## config.mk

```make
export PLATFORM = sky130hd
export DESIGN_NAME = bus_transfer_sequencer
export DESIGN_NICKNAME = d
export VERILOG_FILES = /design/src/rtl/bus_codes_pkg.sv /design/src/rtl/xfer_fifo.sv /design/src/rtl/bus_transfer_sequencer.sv
export SDC_FILE = /design/constraint.sdc
export NUM_CORES = 1
export LEC_CHECK = 0
export BUFFER_PORTS_ARGS = -buffer_cell sky130_fd_sc_hd__buf_2
export CAP_MARGIN = 15
export CORE_MARGIN = 10
export CORE_UTILIZATION = 40
export DETAILED_ROUTE_END_ITERATION = 10
export PLACE_DENSITY = 0.64
export SLEW_MARGIN = 20
export SYNTH_ARGS = -nofsm -noshare
export SYNTH_HDL_FRONTEND = slang
export SYNTH_SLANG_ARGS = --single-unit
```

## constraint.sdc

```tcl
create_clock -name clock -period 3.3 [get_ports clock]
set_input_delay 0.165 -clock clock [delete_from_list [all_inputs] [get_ports clock]]
set_output_delay 0.165 -clock clock [all_outputs]
set_load 0.01 [all_outputs]
```

## src/rtl/bus_codes_pkg.sv

```systemverilog
// ---------------------------------------------------------------------------
// bus_codes_pkg
// Shared definitions for the CPU datapath bus control slice.
//   - Bus source codes (one-hot position in src_out of the sequencer)
//   - Load destination codes (one-hot position in dst_in of the sequencer)
//   - Default geometry of the bus and the packed request record width
//   - Sequencer state encoding
// No ports; imported by the sequencer.
// ---------------------------------------------------------------------------
package bus_codes_pkg;

   // Default geometry of the shared bus.
   localparam int CODE_W_DEF = 5;
   localparam int N_SRC_DEF  = 26;
   localparam int N_DST_DEF  = 25;

   // A queued request is {src code, dst code, settle cycles}.
   localparam int REQ_W = 2*CODE_W_DEF + 2;

   // Bus source codes.
   localparam logic [4:0]
      SRC_R0  = 5'd0,  SRC_R1  = 5'd1,  SRC_R2  = 5'd2,  SRC_R3  = 5'd3,
      SRC_R4  = 5'd4,  SRC_R5  = 5'd5,  SRC_R6  = 5'd6,  SRC_R7  = 5'd7,
      SRC_R8  = 5'd8,  SRC_R9  = 5'd9,  SRC_R10 = 5'd10, SRC_R11 = 5'd11,
      SRC_R12 = 5'd12, SRC_R13 = 5'd13, SRC_R14 = 5'd14, SRC_R15 = 5'd15,
      SRC_HI  = 5'd16, SRC_LO  = 5'd17, SRC_ZHI = 5'd18, SRC_ZLO = 5'd19,
      SRC_PC  = 5'd20, SRC_MDR = 5'd21, SRC_PORT = 5'd22, SRC_IR = 5'd23,
      SRC_MAR = 5'd24, SRC_RA  = 5'd25;

   // Load destination codes.
   localparam logic [4:0]
      DST_R0  = 5'd0,  DST_R1  = 5'd1,  DST_R2  = 5'd2,  DST_R3  = 5'd3,
      DST_R4  = 5'd4,  DST_R5  = 5'd5,  DST_R6  = 5'd6,  DST_R7  = 5'd7,
      DST_R8  = 5'd8,  DST_R9  = 5'd9,  DST_R10 = 5'd10, DST_R11 = 5'd11,
      DST_R12 = 5'd12, DST_R13 = 5'd13, DST_R14 = 5'd14, DST_R15 = 5'd15,
      DST_HI  = 5'd16, DST_LO  = 5'd17, DST_PC  = 5'd18, DST_MDR = 5'd19,
      DST_MAR = 5'd20, DST_IR  = 5'd21, DST_Y   = 5'd22, DST_Z   = 5'd23,
      DST_OUTPORT = 5'd24;

   // Sequencer states.
   typedef enum logic [1:0] {
      ST_IDLE  = 2'd0,
      ST_DRIVE = 2'd1,
      ST_LATCH = 2'd2
   } seq_state_e;

endpackage

```

## src/rtl/xfer_fifo.sv

```systemverilog
// ---------------------------------------------------------------------------
// xfer_fifo
// Small synchronous circular-buffer FIFO holding queued bus transfer requests.
// Ports:
//   clock    in   rising-edge clock
//   clear    in   synchronous active-low reset
//   push     in   write wr_data (ignored while full)
//   pop      in   advance past the head entry (ignored while empty)
//   flush    in   discard every entry at the next edge (beats push/pop)
//   wr_data  in   entry to write
//   rd_data  out  head entry (valid while not empty)
//   full     out  count == DEPTH
//   empty    out  count == 0
//   count    out  number of stored entries
// ---------------------------------------------------------------------------
module xfer_fifo #(
   parameter int DEPTH = 4,
   parameter int WIDTH = 12
) (
   input  logic                     clock,
   input  logic                     clear,
   input  logic                     push,
   input  logic                     pop,
   input  logic                     flush,
   input  logic [WIDTH-1:0]         wr_data,
   output logic [WIDTH-1:0]         rd_data,
   output logic                     full,
   output logic                     empty,
   output logic [$clog2(DEPTH):0]   count
);

   localparam int PTR_W = $clog2(DEPTH);
   localparam logic [PTR_W-1:0] PTR_ONE  = 1;
   localparam logic [PTR_W:0]   CNT_ONE  = 1;
   localparam logic [PTR_W:0]   CNT_FULL = (PTR_W+1)'(DEPTH);

   logic [WIDTH-1:0] mem_q [DEPTH];
   logic [WIDTH-1:0] mem_d [DEPTH];
   logic [PTR_W-1:0] wr_ptr_q, wr_ptr_d;
   logic [PTR_W-1:0] rd_ptr_q, rd_ptr_d;
   logic [PTR_W:0]   count_q, count_d;
   logic             do_push, do_pop;

   assign full    = (count_q == CNT_FULL);
   assign empty   = (count_q == '0);
   assign count   = count_q;
   assign rd_data = mem_q[rd_ptr_q];

   // Next-state for storage, pointers and occupancy. DEPTH is a power of two,
   // so the pointers wrap by plain overflow.
   always_comb begin
      mem_d    = mem_q;
      wr_ptr_d = wr_ptr_q;
      rd_ptr_d = rd_ptr_q;
      count_d  = count_q;
      do_push  = push && !full;
      do_pop   = pop && !empty;
      if (flush) begin
         wr_ptr_d = '0;
         rd_ptr_d = '0;
         count_d  = '0;
      end else begin
         if (do_push) begin
            mem_d[wr_ptr_q] = wr_data;
            wr_ptr_d        = wr_ptr_q + PTR_ONE;
         end
         if (do_pop) begin
            rd_ptr_d = rd_ptr_q + PTR_ONE;
         end
         case ({do_push, do_pop})
            2'b10:   count_d = count_q + CNT_ONE;
            2'b01:   count_d = count_q - CNT_ONE;
            default: count_d = count_q;
         endcase
      end
   end

   // Pointer and occupancy registers; reset empties the queue.
   always_ff @(posedge clock) begin
      if (!clear) begin
         wr_ptr_q <= '0;
         rd_ptr_q <= '0;
         count_q  <= '0;
      end else begin
         wr_ptr_q <= wr_ptr_d;
         rd_ptr_q <= rd_ptr_d;
         count_q  <= count_d;
      end
   end

   // Storage needs no reset: entries are only read while count says valid.
   always_ff @(posedge clock) begin
      mem_q <= mem_d;
   end

endmodule

```

## src/rtl/bus_transfer_sequencer.sv

```systemverilog
// ---------------------------------------------------------------------------
// bus_transfer_sequencer
// Turns queued register-transfer requests into one-hot bus source selects
// followed by a one-hot destination load strobe.
// Ports:
//   clock      in   rising-edge clock
//   clear      in   synchronous active-low reset
//   req_valid  in   request present
//   req_ready  out  request queue not full
//   req_src    in   source code
//   req_dst    in   destination code
//   req_wait   in   extra settle cycles with the source driven before the load
//   flush      in   drop the queue and abort the current transfer
//   src_out    out  registered one-hot source select
//   dst_in     out  registered one-hot destination load enable
//   xfer_done  out  pulse aligned with the dst_in pulse
//   busy       out  queue non-empty or transfer in progress
//   err_code   out  pulse after an out-of-range request was consumed
// ---------------------------------------------------------------------------
module bus_transfer_sequencer
   import bus_codes_pkg::*;
#(
   parameter int DEPTH  = 4,
   parameter int N_SRC  = N_SRC_DEF,
   parameter int N_DST  = N_DST_DEF,
   parameter int CODE_W = CODE_W_DEF
) (
   input  logic              clock,
   input  logic              clear,
   input  logic              req_valid,
   output logic              req_ready,
   input  logic [CODE_W-1:0] req_src,
   input  logic [CODE_W-1:0] req_dst,
   input  logic [1:0]        req_wait,
   input  logic              flush,
   output logic [N_SRC-1:0]  src_out,
   output logic [N_DST-1:0]  dst_in,
   output logic              xfer_done,
   output logic              busy,
   output logic              err_code
);

   localparam int RW    = 2*CODE_W + 2;
   localparam int CNT_W = $clog2(DEPTH) + 1;
   localparam logic [CODE_W:0] SRC_LIM = (CODE_W+1)'(N_SRC);
   localparam logic [CODE_W:0] DST_LIM = (CODE_W+1)'(N_DST);

   seq_state_e        state_q, state_d;
   logic [CODE_W-1:0] src_code_q, src_code_d;
   logic [CODE_W-1:0] dst_code_q, dst_code_d;
   logic [1:0]        cnt_q, cnt_d;
   logic [N_SRC-1:0]  src_out_q, src_out_d;
   logic [N_DST-1:0]  dst_in_q, dst_in_d;
   logic              xfer_done_q, xfer_done_d;
   logic              err_q, err_d;

   logic              handshake, req_bad;
   logic              fifo_push, fifo_pop, fifo_full, fifo_empty;
   logic [RW-1:0]     fifo_rd;
   logic [CNT_W-1:0]  fifo_count;
   logic [CODE_W-1:0] head_src, head_dst;
   logic [1:0]        head_wait;

   assign req_ready = !fifo_full;
   assign handshake = req_valid && req_ready;
   assign req_bad   = ({1'b0, req_src} >= SRC_LIM) || ({1'b0, req_dst} >= DST_LIM);
   // Bad requests still complete the handshake but never enter the queue;
   // anything arriving with flush is dropped.
   assign fifo_push = handshake && !req_bad && !flush;

   assign head_src  = fifo_rd[RW-1 -: CODE_W];
   assign head_dst  = fifo_rd[CODE_W+1 -: CODE_W];
   assign head_wait = fifo_rd[1:0];

   xfer_fifo #(
      .DEPTH (DEPTH),
      .WIDTH (RW)
   ) u_fifo (
      .clock   (clock),
      .clear   (clear),
      .push    (fifo_push),
      .pop     (fifo_pop),
      .flush   (flush),
      .wr_data ({req_src, req_dst, req_wait}),
      .rd_data (fifo_rd),
      .full    (fifo_full),
      .empty   (fifo_empty),
      .count   (fifo_count)
   );

   // Sequencer next-state. A head entry is taken whenever the bus is free
   // (IDLE) or the current transfer is finishing (LATCH), which gives
   // back-to-back wait=0 transfers with no gap. Strobes are decoded from the
   // next state so that the outputs come straight from flops.
   always_comb begin
      state_d     = state_q;
      src_code_d  = src_code_q;
      dst_code_d  = dst_code_q;
      cnt_d       = cnt_q;
      fifo_pop    = 1'b0;
      src_out_d   = '0;
      dst_in_d    = '0;
      xfer_done_d = 1'b0;
      err_d       = handshake && req_bad && !flush;

      case (state_q)
         ST_IDLE: begin
            fifo_pop = !fifo_empty;
         end
         ST_DRIVE: begin
            if (cnt_q == 2'd1) begin
               state_d = ST_LATCH;
            end else begin
               cnt_d = cnt_q - 2'd1;
            end
         end
         ST_LATCH: begin
            fifo_pop = !fifo_empty;
            if (fifo_empty) begin
               state_d = ST_IDLE;
            end
         end
         default: begin
            state_d = ST_IDLE;
         end
      endcase

      if (fifo_pop) begin
         src_code_d = head_src;
         dst_code_d = head_dst;
         if (head_wait == 2'd0) begin
            state_d = ST_LATCH;
         end else begin
            cnt_d   = head_wait;
            state_d = ST_DRIVE;
         end
      end

      if (flush) begin
         state_d  = ST_IDLE;
         fifo_pop = 1'b0;
      end

      for (int i = 0; i < N_SRC; i++) begin
         src_out_d[i] = (state_d != ST_IDLE) && (src_code_d == i[CODE_W-1:0]);
      end
      for (int i = 0; i < N_DST; i++) begin
         dst_in_d[i] = (state_d == ST_LATCH) && (dst_code_d == i[CODE_W-1:0]);
      end
      xfer_done_d = (state_d == ST_LATCH);
   end

   // State and output registers; reset aborts any transfer in flight.
   always_ff @(posedge clock) begin
      if (!clear) begin
         state_q     <= ST_IDLE;
         src_code_q  <= '0;
         dst_code_q  <= '0;
         cnt_q       <= '0;
         src_out_q   <= '0;
         dst_in_q    <= '0;
         xfer_done_q <= 1'b0;
         err_q       <= 1'b0;
      end else begin
         state_q     <= state_d;
         src_code_q  <= src_code_d;
         dst_code_q  <= dst_code_d;
         cnt_q       <= cnt_d;
         src_out_q   <= src_out_d;
         dst_in_q    <= dst_in_d;
         xfer_done_q <= xfer_done_d;
         err_q       <= err_d;
      end
   end

   assign src_out   = src_out_q;
   assign dst_in    = dst_in_q;
   assign xfer_done = xfer_done_q;
   assign err_code  = err_q;
   assign busy      = (fifo_count != '0) || (state_q != ST_IDLE);

endmodule

```

Word level (Yosys, flattened, before mapping)
Cells that the tools add are included.
{"block": "classes", "add_sub_neg": 5, "magnitude_cmp": 5, "eq_ne": 56, "muxes": 21, "n_bitwise": 4, "n_reduce_logical": 77}
{"op": "equality test 5 bit, second input constant", "n": 19}
{"op": "equality test 5 x 4 -> 1 bit, second input constant", "n": 16}
{"op": "logical AND 1 bit", "n": 59}
{"op": "bitwise mux 48 bit", "n": 1}
{"op": "equality test 5 x 3 -> 1 bit, second input constant", "n": 8}
{"op": "2-to-1 mux 12 bit", "n": 3}
{"op": "binary-select mux 12 bit (select 2 bit)", "n": 1}
{"op": "demux 12 bit (select 2 bit)", "n": 1}
{"op": "equality test 5 x 2 -> 1 bit, second input constant", "n": 4}
{"op": "2-to-1 mux 2 bit", "n": 9}
{"op": "equality test 5 x 1 -> 1 bit, second input constant", "n": 2}
{"op": ">= comparator 5 bit, second input constant", "n": 2}
{"op": "logical NOT 5 bit", "n": 2}
{"op": "2-to-1 mux 5 bit", "n": 2}
{"op": "equality test 2 x 1 -> 1 bit, second input constant", "n": 3}
{"op": "equality test 2 bit, second input constant", "n": 3}
{"op": ">= comparator 3 bit, second input constant", "n": 2}
{"op": "NOT 2 -> 3 bit", "n": 2}
{"op": "case mux 2 bit (3 select lines)", "n": 1}
{"op": "case mux 3 bit (2 select lines)", "n": 1}
{"op": "nonzero test 2 bit", "n": 3}
{"op": "adder 2 x 1 -> 2 bit, second input constant", "n": 2}
{"op": "logical NOT 1 bit", "n": 4}
{"op": "logical NOT 2 bit", "n": 2}
{"op": "other kinds (12)", "n": 16}
{"block": "totals", "reg_bits": 122, "input_bits": 16, "output_inout_bits": 55, "word_cells": 183}

Logic depth before layout (Yosys ltp)
Gate-level depths: netlist (run 1).
{"block": "depth", "word_depth": 10, "ltp_mapped": 11, "ltp_nobuf": 10}

Hierarchy
Synthesis (run 1) repeated with hierarchy kept, for this count alone.
{"block": "hier_totals", "hier_cells": 362, "hier_area_um2": 4645.7}
{"mod": "bus_transfer_sequencer", "instances": 1, "cells_each": 248, "area_each_um2": 2444.8, "seq_area_each_um2": 1341.3}
{"mod": "xfer_fifo", "instances": 1, "cells_each": 114, "area_each_um2": 2200.9, "seq_area_each_um2": 1581.5}

Least setup slack after synthesis (run 1)
Ideal clock, no wire load.
{"block": "synth_path", "path_type": "register -> register", "startpoint": "register u_fifo.count_q[0] (netlist: u_fifo.count[0])", "endpoint": "register u_fifo.count_q[2] (netlist: u_fifo.count[2])", "setup_ns": 0.071, "arrival_ns": 2.531, "t_required_ns": 3.229, "slack_ns": 0.699, "path_stages_with_launch": 12, "path_buffers": 1, "period_less_slack_ns": 2.601, "path_cell_list": "dfxtp_1 -> or3b_2 -> and3b_1 -> clkbuf_1 -> and2_1 -> inv_1 -> ha_1 -> inv_1 -> fa_1 -> xor2_1 -> or3_1 -> a21oi_1"}
{"block": "synth_between", "elab_chain_len": 8, "elab_cells_between_ends": 17, "classes_between": "add/sub: 2; eq/ne: 3; mux: 3; reduce/logical: 9"}
{"element": "from (decl)", "line": "xfer_fifo.sv:41", "rtl": "logic [PTR_W:0] count_q, count_d;"}
{"element": "from (signal assigned)", "line": "xfer_fifo.sv:87", "rtl": "count_q <= count_d;"}
{"element": "equality test 3 bit (*)", "line": "xfer_fifo.sv:44", "rtl": "assign full = (count_q == CNT_FULL);"}
{"element": "logical NOT 1 bit (*)", "line": "bus_transfer_sequencer.sv:64", "rtl": "assign req_ready = !fifo_full;"}
{"element": "net req_ready", "line": "bus_transfer_sequencer.sv:31", "rtl": "output logic req_ready,"}
{"element": "logical AND 1 bit", "line": "bus_transfer_sequencer.sv:65", "rtl": "assign handshake = req_valid && req_ready;"}
{"element": "logical AND 1 bit (2 in series)", "line": "bus_transfer_sequencer.sv:69", "rtl": "assign fifo_push = handshake && !req_bad && !flush;"}
{"element": "logical AND 1 bit (*)", "line": "xfer_fifo.sv:56", "rtl": "do_push = push && !full;"}
{"element": "equality test 2 x 1 -> 1 bit / equality test 2 bit (equally long branches)", "line": "xfer_fifo.sv:70", "rtl": "case ({do_push, do_pop})"}
{"element": "case mux 3 bit (2 select lines) / nonzero test 2 bit (equally long branches)"}
The timed path passes the listed nets; every way through them passes the cells marked *.
A chain may end at the register's enable or synchronous reset.

Worst setup path in the final report (run 1)
{"block": "layout_path", "startpoint": "register u_fifo.count_q[2] (netlist: u_fifo.count[2])", "endpoint": "register u_fifo.count_q[2] (netlist: u_fifo.count[2])"}
{"block": "layout_between", "elab_chain_len": 8, "elab_cells_between_ends": 17, "classes_between": "add/sub: 2; eq/ne: 3; mux: 3; reduce/logical: 9"}
{"element": "equality test 3 bit", "line": "xfer_fifo.sv:44"}
{"element": "logical NOT 1 bit", "line": "xfer_fifo.sv:56, bus_transfer_sequencer.sv:64"}
{"element": "logical AND 1 bit", "line": "bus_transfer_sequencer.sv:65"}
{"element": "logical AND 1 bit (2 in series)", "line": "bus_transfer_sequencer.sv:69"}
{"element": "logical AND 1 bit", "line": "xfer_fifo.sv:56"}
{"element": "equality test 2 x 1 -> 1 bit / equality test 2 bit (equally long branches)", "line": "xfer_fifo.sv:70"}
{"element": "case mux 3 bit (2 select lines) / nonzero test 2 bit (equally long branches)"}
Parallel ways exist; a longest one is shown, timed or not.

==> results.tsv, run 1 <==
metric	value	unit
status	complete, no violations	
CP peak stage delay	0.48	ns
Post-synth ARST share	0	%
largest family of logic cells by synthesized area	simple AND/OR/NAND/NOR gates	
dpl hpwl	6940	um
Post-synth top flop	dfxtp_1	
initial antenna violation count	0	
total number of vias	3185	
WL/cell	16.3	um
cells after synthesis	369	
CP arrival	2.96	ns
number of synthesized flops with an enable pin	48	
max cap viols	0	
Fill cells	974	
hold buffers post-CTS	12	
critical path cell sequence	or3b_2 -> and3b_1 -> and2_1 -> inv_1 -> ha_1 -> inv_1 -> fa_1 -> xor2_1 -> or3_1 -> a21oi_1	
Remaining Overflow, GRT	0	
fmax	381	MHz
Initial DRT Pass Iterations	6	
PD cells	617	nW/um^2
core area	11400	sq um
Core Rows	39	
post-route ant nets	0	
post-synthesis xor/xnor area fraction	0.755	%
drt total wl	10000	um
mux cell area share after synthesis	7.41	%
synth warn	0	
CTS Buffer Depth	2	
num ports	71	
hold crit path type	in -> reg	
total chip power	3.59	mW
Leak	2.20	nW
RSZ-0062 raised after global routing	false	
post-cts resize count	0	
TritonCTS clock tree	yes	
routability cong.	0.836	
full die area	16300	sq um
clk root buf	clkbuf_16	
Post-Synth Simple-Gate Area	15.0	%
vias per cell	5.20	
Detailed Route Iter0 Violations	196	
WL met1	4550	um
synth-to-layout area growth	25.3	%
compound-gate portion of the synthesized area	7.20	%
max-slew violation count	0	
Place WS	0.677	ns
Crit path required time	3.64	ns
largest net degree at the start of global routing	21	
Worst-Skew Late Latency	0.41	ns
Tcrit/Tclk final	79.5	%
sequential area share after synthesis	63.0	%
Syn Nets	393	
Final WS setup	0.675	ns
diode count	0	
Most common cell on crit path	inv_1	
minimum clock period	2.62	ns
first-pass GRT wire length	16600	um
Critical Setup Path Class	reg -> reg	
CP Max Fanout	9	
DR top layer	met4	
post-synthesis share of cell area spent on full adders, half adders and majority gates	2.32	%
peak supply drop	410	uV
metal3 WL	631	um
crit end category	register	
clk_skew	0.0106	ns
Slew headroom	43.7	%
DRC Markers	0	
met2 wire length	4710	um
setup TNS	0	ns
Die H	128	um
Worst-path clk slew	0.05	ns
Critical Path Source Type	register	
layout cell share with drive strength beyond 1	26.4	%
post-layout net count	481	
crit path buf inv count	2	
Initial Util	40.8	%
Die Wd	128	um
Mapped Area	4640	sq um
Slew @ Worst Pin	0.844	ns
Slowest-stage cell, CP	or3b_2	
Total GRT Usage	12.7	%
Distinct cells, synth	46	
post-synthesis register bit count	122	
final setup violation count	0	
Crit path max-delay family	simple AND/OR/NAND/NOR gates	
post-CTS setup buffer count	0	
H-tree levels	4	
CTS buffer count	17	
number of global-route vias before repair	3282	
input/output buffers	70	
Clock Sink Count	122	
Post-Syn Area per Cell	12.6	sq um
Final Hold Vio Count	0	
[metal layers]
| layer | global-route usage [%] | up-vias |
|---|---|---|
| li1 | - | 1550 |
| met1 | 15.6 | 1545 |
| met2 | 19.7 | 78 |
| met3 | 5.38 | 12 |
| met4 | 4.04 | 0 |
| met5 | 0 | - |
[registers in the layout, summed over array words and instances, names as in the netlist]
name,flops
src_out,26
src_code_q,5
xfer_done,1
state_q,2
err_code,1
u_fifo.wr_ptr_q,2
u_fifo.count,3
dst_code_q,5
u_fifo.rd_ptr_q,2
u_fifo.mem_q,48
dst_in,25
cnt_q,2
[synthesized netlist by cell type (2+ instances only)]
cell type  count  area (sq um)
a21boi_0      11          82.6
a21o_1         4          30.0
a21oi_1       10          50.1
a22oi_1        2          15.0
a31oi_1        8          50.1
a32oi_1        2          17.5
and3_1         5          31.3
buf_2          3          15.0
buf_6          5          56.3
clkbuf_1      11          41.3
dfxtp_1       74          1480
edfxtp_1      48          1440
ha_1           7          87.6
inv_1         20          75.1
mux2_2         2          22.5
mux2i_1        4          40.0
mux4_1         3          78.8
mux4_2         9           203
nand2_1       23          86.3
nand2b_1       3          18.8
nand3_1        4          20.0
nor2_1        13          48.8
nor2b_1        2          12.5
nor3_1        44           220
nor4_1        15          93.8
nor4b_1        7          61.3
o211ai_1       2          15.0
o21ai_0        3          15.0
o32a_1         3          30.0
or3_1          4          25.0
xor2_1         3          26.3
[stage by stage]
step	utilization (%)	instances	cell area (sq um)	hold slack, ns
after CTS	51.1	612	5810	0.0102
after floorplan	-	369	4640	0.264
final	51.1	612	5810	0.0278
after detailed placement	44.8	569	5100	0.388
after global routing	51.1	612	5810	0.0146
after global placement	44.8	569	5100	0.374
[kinds of logic (layout without fill, tap and decap cells)]
kind of cell | count (synthesis) | in the layout
AND/OR/NAND/NOR | 129 | 129
flip-flops | 122 | 122
AO/OA/AOI/OAI | 48 | 48
buffers and inverters | 40 | 140
multiplexers | 18 | 18
adder cells (fa/ha/maj) | 8 | 8
XOR/XNOR | 4 | 4
[final cells by class]
type                       instances  area [sq um]  share of cell area (%)
clock buffer                      23           508                    8.74
clock inverter                     8          90.1                    1.55
inverter                          20          75.1                    1.29
multi-input combinational        207          1520                    26.1
sequential                       122          2920                    50.3
tap                              143           179                    3.08
timing repair buffer              89           523                    9.00
[cell usage in the layout (no fill, tap or decap), types with 2 or more instances in the layout]
cell type	Yosys	layout
nand2b_1	3	3
edfxtp_1	48	48
mux4_2	9	9
nor4b_1	7	7
inv_1	20	20
nor4_1	15	15
xor2_1	3	3
a32oi_1	2	2
a21o_1	4	4
a31oi_1	8	8
dlygate4sd3_1	0	12
clkbuf_16	0	17
bufinv_16	0	2
nand3_1	4	4
o32a_1	3	3
ha_1	7	7
buf_2	3	70
nor3_1	44	44
o211ai_1	2	2
a21boi_0	11	11
mux2_2	2	2
dfxtp_1	74	74
mux4_1	3	3
or3_1	4	4
a22oi_1	2	2
buf_4	0	7
o21ai_0	3	3
a21oi_1	10	10
clkbuf_8	0	6
nor2b_1	2	2
nor2_1	13	13
mux2i_1	4	4
clkinv_2	0	6
and3_1	5	5
nand2_1	23	23
[path summary, 6_finish.rpt]
path / depth (start not counted) / start / slack, ns / end
max reg2reg: 10 / u_fifo.count[2] / 0.68 / u_fifo.count[2]
min: 1 / req_src[4] / 0.03 / u_fifo.mem_q[35]
max: 10 / u_fifo.count[2] / 0.68 / u_fifo.count[2]
min reg2reg: 2 / src_code_q[0] / 0.50 / src_code_q[0]
[report_power, final]
group          switching, mW  internal, mW  leakage (nW)
clock network          0.621          1.22         0.304
registers             0.0101          1.58          1.03
logic                 0.0981        0.0590         0.863
No activity file was read; power rests on OpenSTA's default activity.
==> run 2, diff against run 1 <==
--- a/config.mk
+++ b/config.mk
@@ -5,12 +5,13 @@
 export SDC_FILE = /design/constraint.sdc
 export NUM_CORES = 1
 export LEC_CHECK = 0
+export ABC_AREA = 1
 export BUFFER_PORTS_ARGS = -buffer_cell sky130_fd_sc_hd__buf_2
 export CAP_MARGIN = 15
 export CORE_MARGIN = 10
 export CORE_UTILIZATION = 40
 export DETAILED_ROUTE_END_ITERATION = 10
-export PLACE_DENSITY = 0.64
+export PLACE_DENSITY = 0.66
 export SLEW_MARGIN = 20
 export SYNTH_ARGS = -nofsm -noshare
 export SYNTH_HDL_FRONTEND = slang
==> constraint.sdc (replaced) <==
create_clock -name clock -period 2.3 [get_ports clock]
set_input_delay 0.115 -clock clock [delete_from_list [all_inputs] [get_ports clock]]
set_output_delay 0.115 -clock clock [all_outputs]
set_load 0.01 [all_outputs]
==> run 2 against run 1 <==
Final area is 3.5% higher. Wire length is 3.3% higher. Clock skew is 0.0027 ns lower. Final cell count is 29% higher. Highest routed layer unchanged. Largest cell class unchanged.
==> results.tsv, run 2 <==
metric	value	unit
status	complete, no violations	
Distinct cells, synth	27	
synth warn	0	
flip-flop count of the largest register after layout	48	
final cell count without fillers	788	
r2r startpoint	u_fifo.count[0]	
Die Wd	129	um
Critical Path Source Type	input pin	
smallest hold slack	0.0846	ns
drt total wl	10300	um
number of synthesized flops with an enable pin	48	
Leak	2.77	nW
Syn Nets	558	
fmax	502	MHz
Hold Path Stages	4	
Die H	129	um
max cap viols	0	
full die area	16700	sq um
Remaining Overflow, GRT	0	
CP Max Fanout	5	
total chip power	5.23	mW
final setup violation count	0	
clk root buf	clkbuf_16	
sw frac	20.4	%
dpl hpwl	7360	um
diode count	0	
Comb power frac	5.2	%
most common cell in the netlist	nand2_1	
top post-synthesis cells by count	nand2_1, nor2_1, dfxtp_1, inv_1, edfxtp_1	
peak supply drop	706	uV
Fill cells	1044	
post-layout util	52.2	%
core area	11500	sq um
area leader, netlist	dfxtp_1	
Worst-path clk slew	0.05	ns
post-cts resize count	0	
post-synthesis register bit count	122	
reg2reg end	u_fifo.count[2]	
Detailed Route Iter0 Violations	163	
TritonCTS clock tree	yes	
DRC Markers	0	
number of global-route vias before repair	3543	
placed cell count	746	
first-pass GRT wire length	17200	um
Mapped Area	4760	sq um
CTS buffer count	17	
most common cell after layout, fill and taps aside	nand2_1	
initial antenna violation count	0	
Internal	4.17	mW
RSZ-0062 raised after global routing	false	
post-route ant nets	0	
Final Hold Vio Count	0	
Post-synth ARST share	0	%
Post-Syn Area per Cell	8.91	sq um
Core Rows	39	
hold crit path type	in -> reg	
top cell type's share of synthesized area	31.1	%
setup TNS	0	ns
Register Area	2920	sq um
Critical Setup Path Class	in -> reg	
CTS Buffer Depth	2	
sequential area share after synthesis	61.5	%
Multi-input gate area	1450	sq um
H-tree levels	4	
Tcrit/Tclk final	86.7	%
total number of vias	3604	
synth-to-layout area growth	26.5	%
PD cells	870	nW/um^2
routability cong.	0.823	
Reg power frac	43.7	%
vias per cell	4.57	
minimum clock period	1.99	ns
layout cell share with drive strength beyond 1	20.9	%
largest net degree at the start of global routing	22	
WL/cell	13.1	um
cells after synthesis	534	
crit end category	register	
clk_skew	0.00787	ns
Post-synth top flop	dfxtp_1	
Largest Register	u_fifo.mem_q	
Worst-Skew Late Latency	0.41	ns
Crit path required time	2.64	ns
input/output buffers	70	
Slew @ Worst Pin	0.592	ns
Switch Pwr	1.07	mW
CP arrival	2.33	ns
Area contributors post-synth	dfxtp_1, edfxtp_1, nand2_1, nor2_1, inv_1	
Initial DRT Pass Iterations	4	
Hold Crit Endpoint	err_code	
Clock Sink Count	122	
Hold Crit Start	req_valid	
post-layout net count	658	
Total GRT Usage	13.1	%
Slew headroom	60.4	%
clock network power share	51.1	%
Initial Util	41.3	%
most frequent cells in the layout	nand2_1, nor2_1, dfxtp_1	
max-slew violation count	0	
register-to-register setup slack	0.36	ns
num ports	71	
path depth of the worst reg2reg path	10	
==> run 2: power groups by stage <==
stage | clock network (mW) | logic (mW) | registers [mW]
3_3_place_gp | 0 | 0.247 | 2.33
6_report | 2.67 | 0.272 | 2.29
5_1_grt | 2.81 | 0.314 | 2.29
4_1_cts | 2.71 | 0.273 | 2.29
3_5_place_dp | 0 | 0.255 | 2.33
2_1_floorplan | 0 | 0.178 | 2.33
==> run 2: worst max-delay path by stage <==
stage	cells past startpoint	start	to	slack (ns)
final	15	req_src[3]	u_fifo.count[2]	0.31
after global placement	10	u_fifo.count[0]	u_fifo.count[2]	0.42
after global routing	15	req_src[3]	u_fifo.count[2]	0.07
after CTS	15	req_src[4]	u_fifo.count[2]	0.33
after detailed placement	10	u_fifo.count[0]	u_fifo.count[2]	0.35
after floorplan	10	u_fifo.count[0]	u_fifo.count[2]	0.37
==> run 2: area by class of cell <==
cell class | count | area share, %
clock buffer | 25 | 9.46
tap | 143 | 2.97
timing repair buffer | 93 | 9.19
inverter | 77 | 4.80
sequential | 122 | 48.6
multi-input combinational | 323 | 24.1
clock inverter | 5 | 0.832
==> run 2: critical path, cell delays in order <==
cell and delay [ns]:
dlygate4sd3_1 0.54, buf_2 0.15, nand2_1 0.05, inv_1 0.05, o21ai_0 0.06, nand2_1 0.10
inv_1 0.07, nand3_1 0.10, ha_1 0.15, inv_1 0.06, fa_1 0.39, a21oi_1 0.15
o21a_1 0.14, o21ai_0 0.07, a21oi_1 0.14
==> run 2: logic make-up (layout without fill, tap and decap cells) <==
logic type	count (synthesis)	count (layout)	synth area share (%)
flip-flops	122	122	61.5
multiplexers	1	1	0.237
buffers and inverters	89	200	8.00
AO/OA/AOI/OAI	26	26	3.32
AND/OR/NAND/NOR	288	288	24.7
adder cells (fa/ha/maj)	8	8	2.26
==> run 2: timing repair <==
action	CTS	global route
buffers inserted	0	0
endpoints found under the hold margin	48	0
setup endpoints to repair	0	0
hold buffers	12	0
==> run 2: metal layers <==
layer | GRT usage, % | routed length (um)
met5 | 0 | 0
met4 | 5.48 | 166
met3 | 5.02 | 748
met2 | 21.0 | 4660
met1 | 15.6 | 4750
==> run 2: through the flow <==
stage          area, sq um  worst slack (ns)
2_1_floorplan         4760             0.368
5_1_grt               6020            0.0742
3_5_place_dp          5280             0.350
6_report              6020             0.306
4_1_cts               6020             0.334
3_3_place_gp          5280             0.416
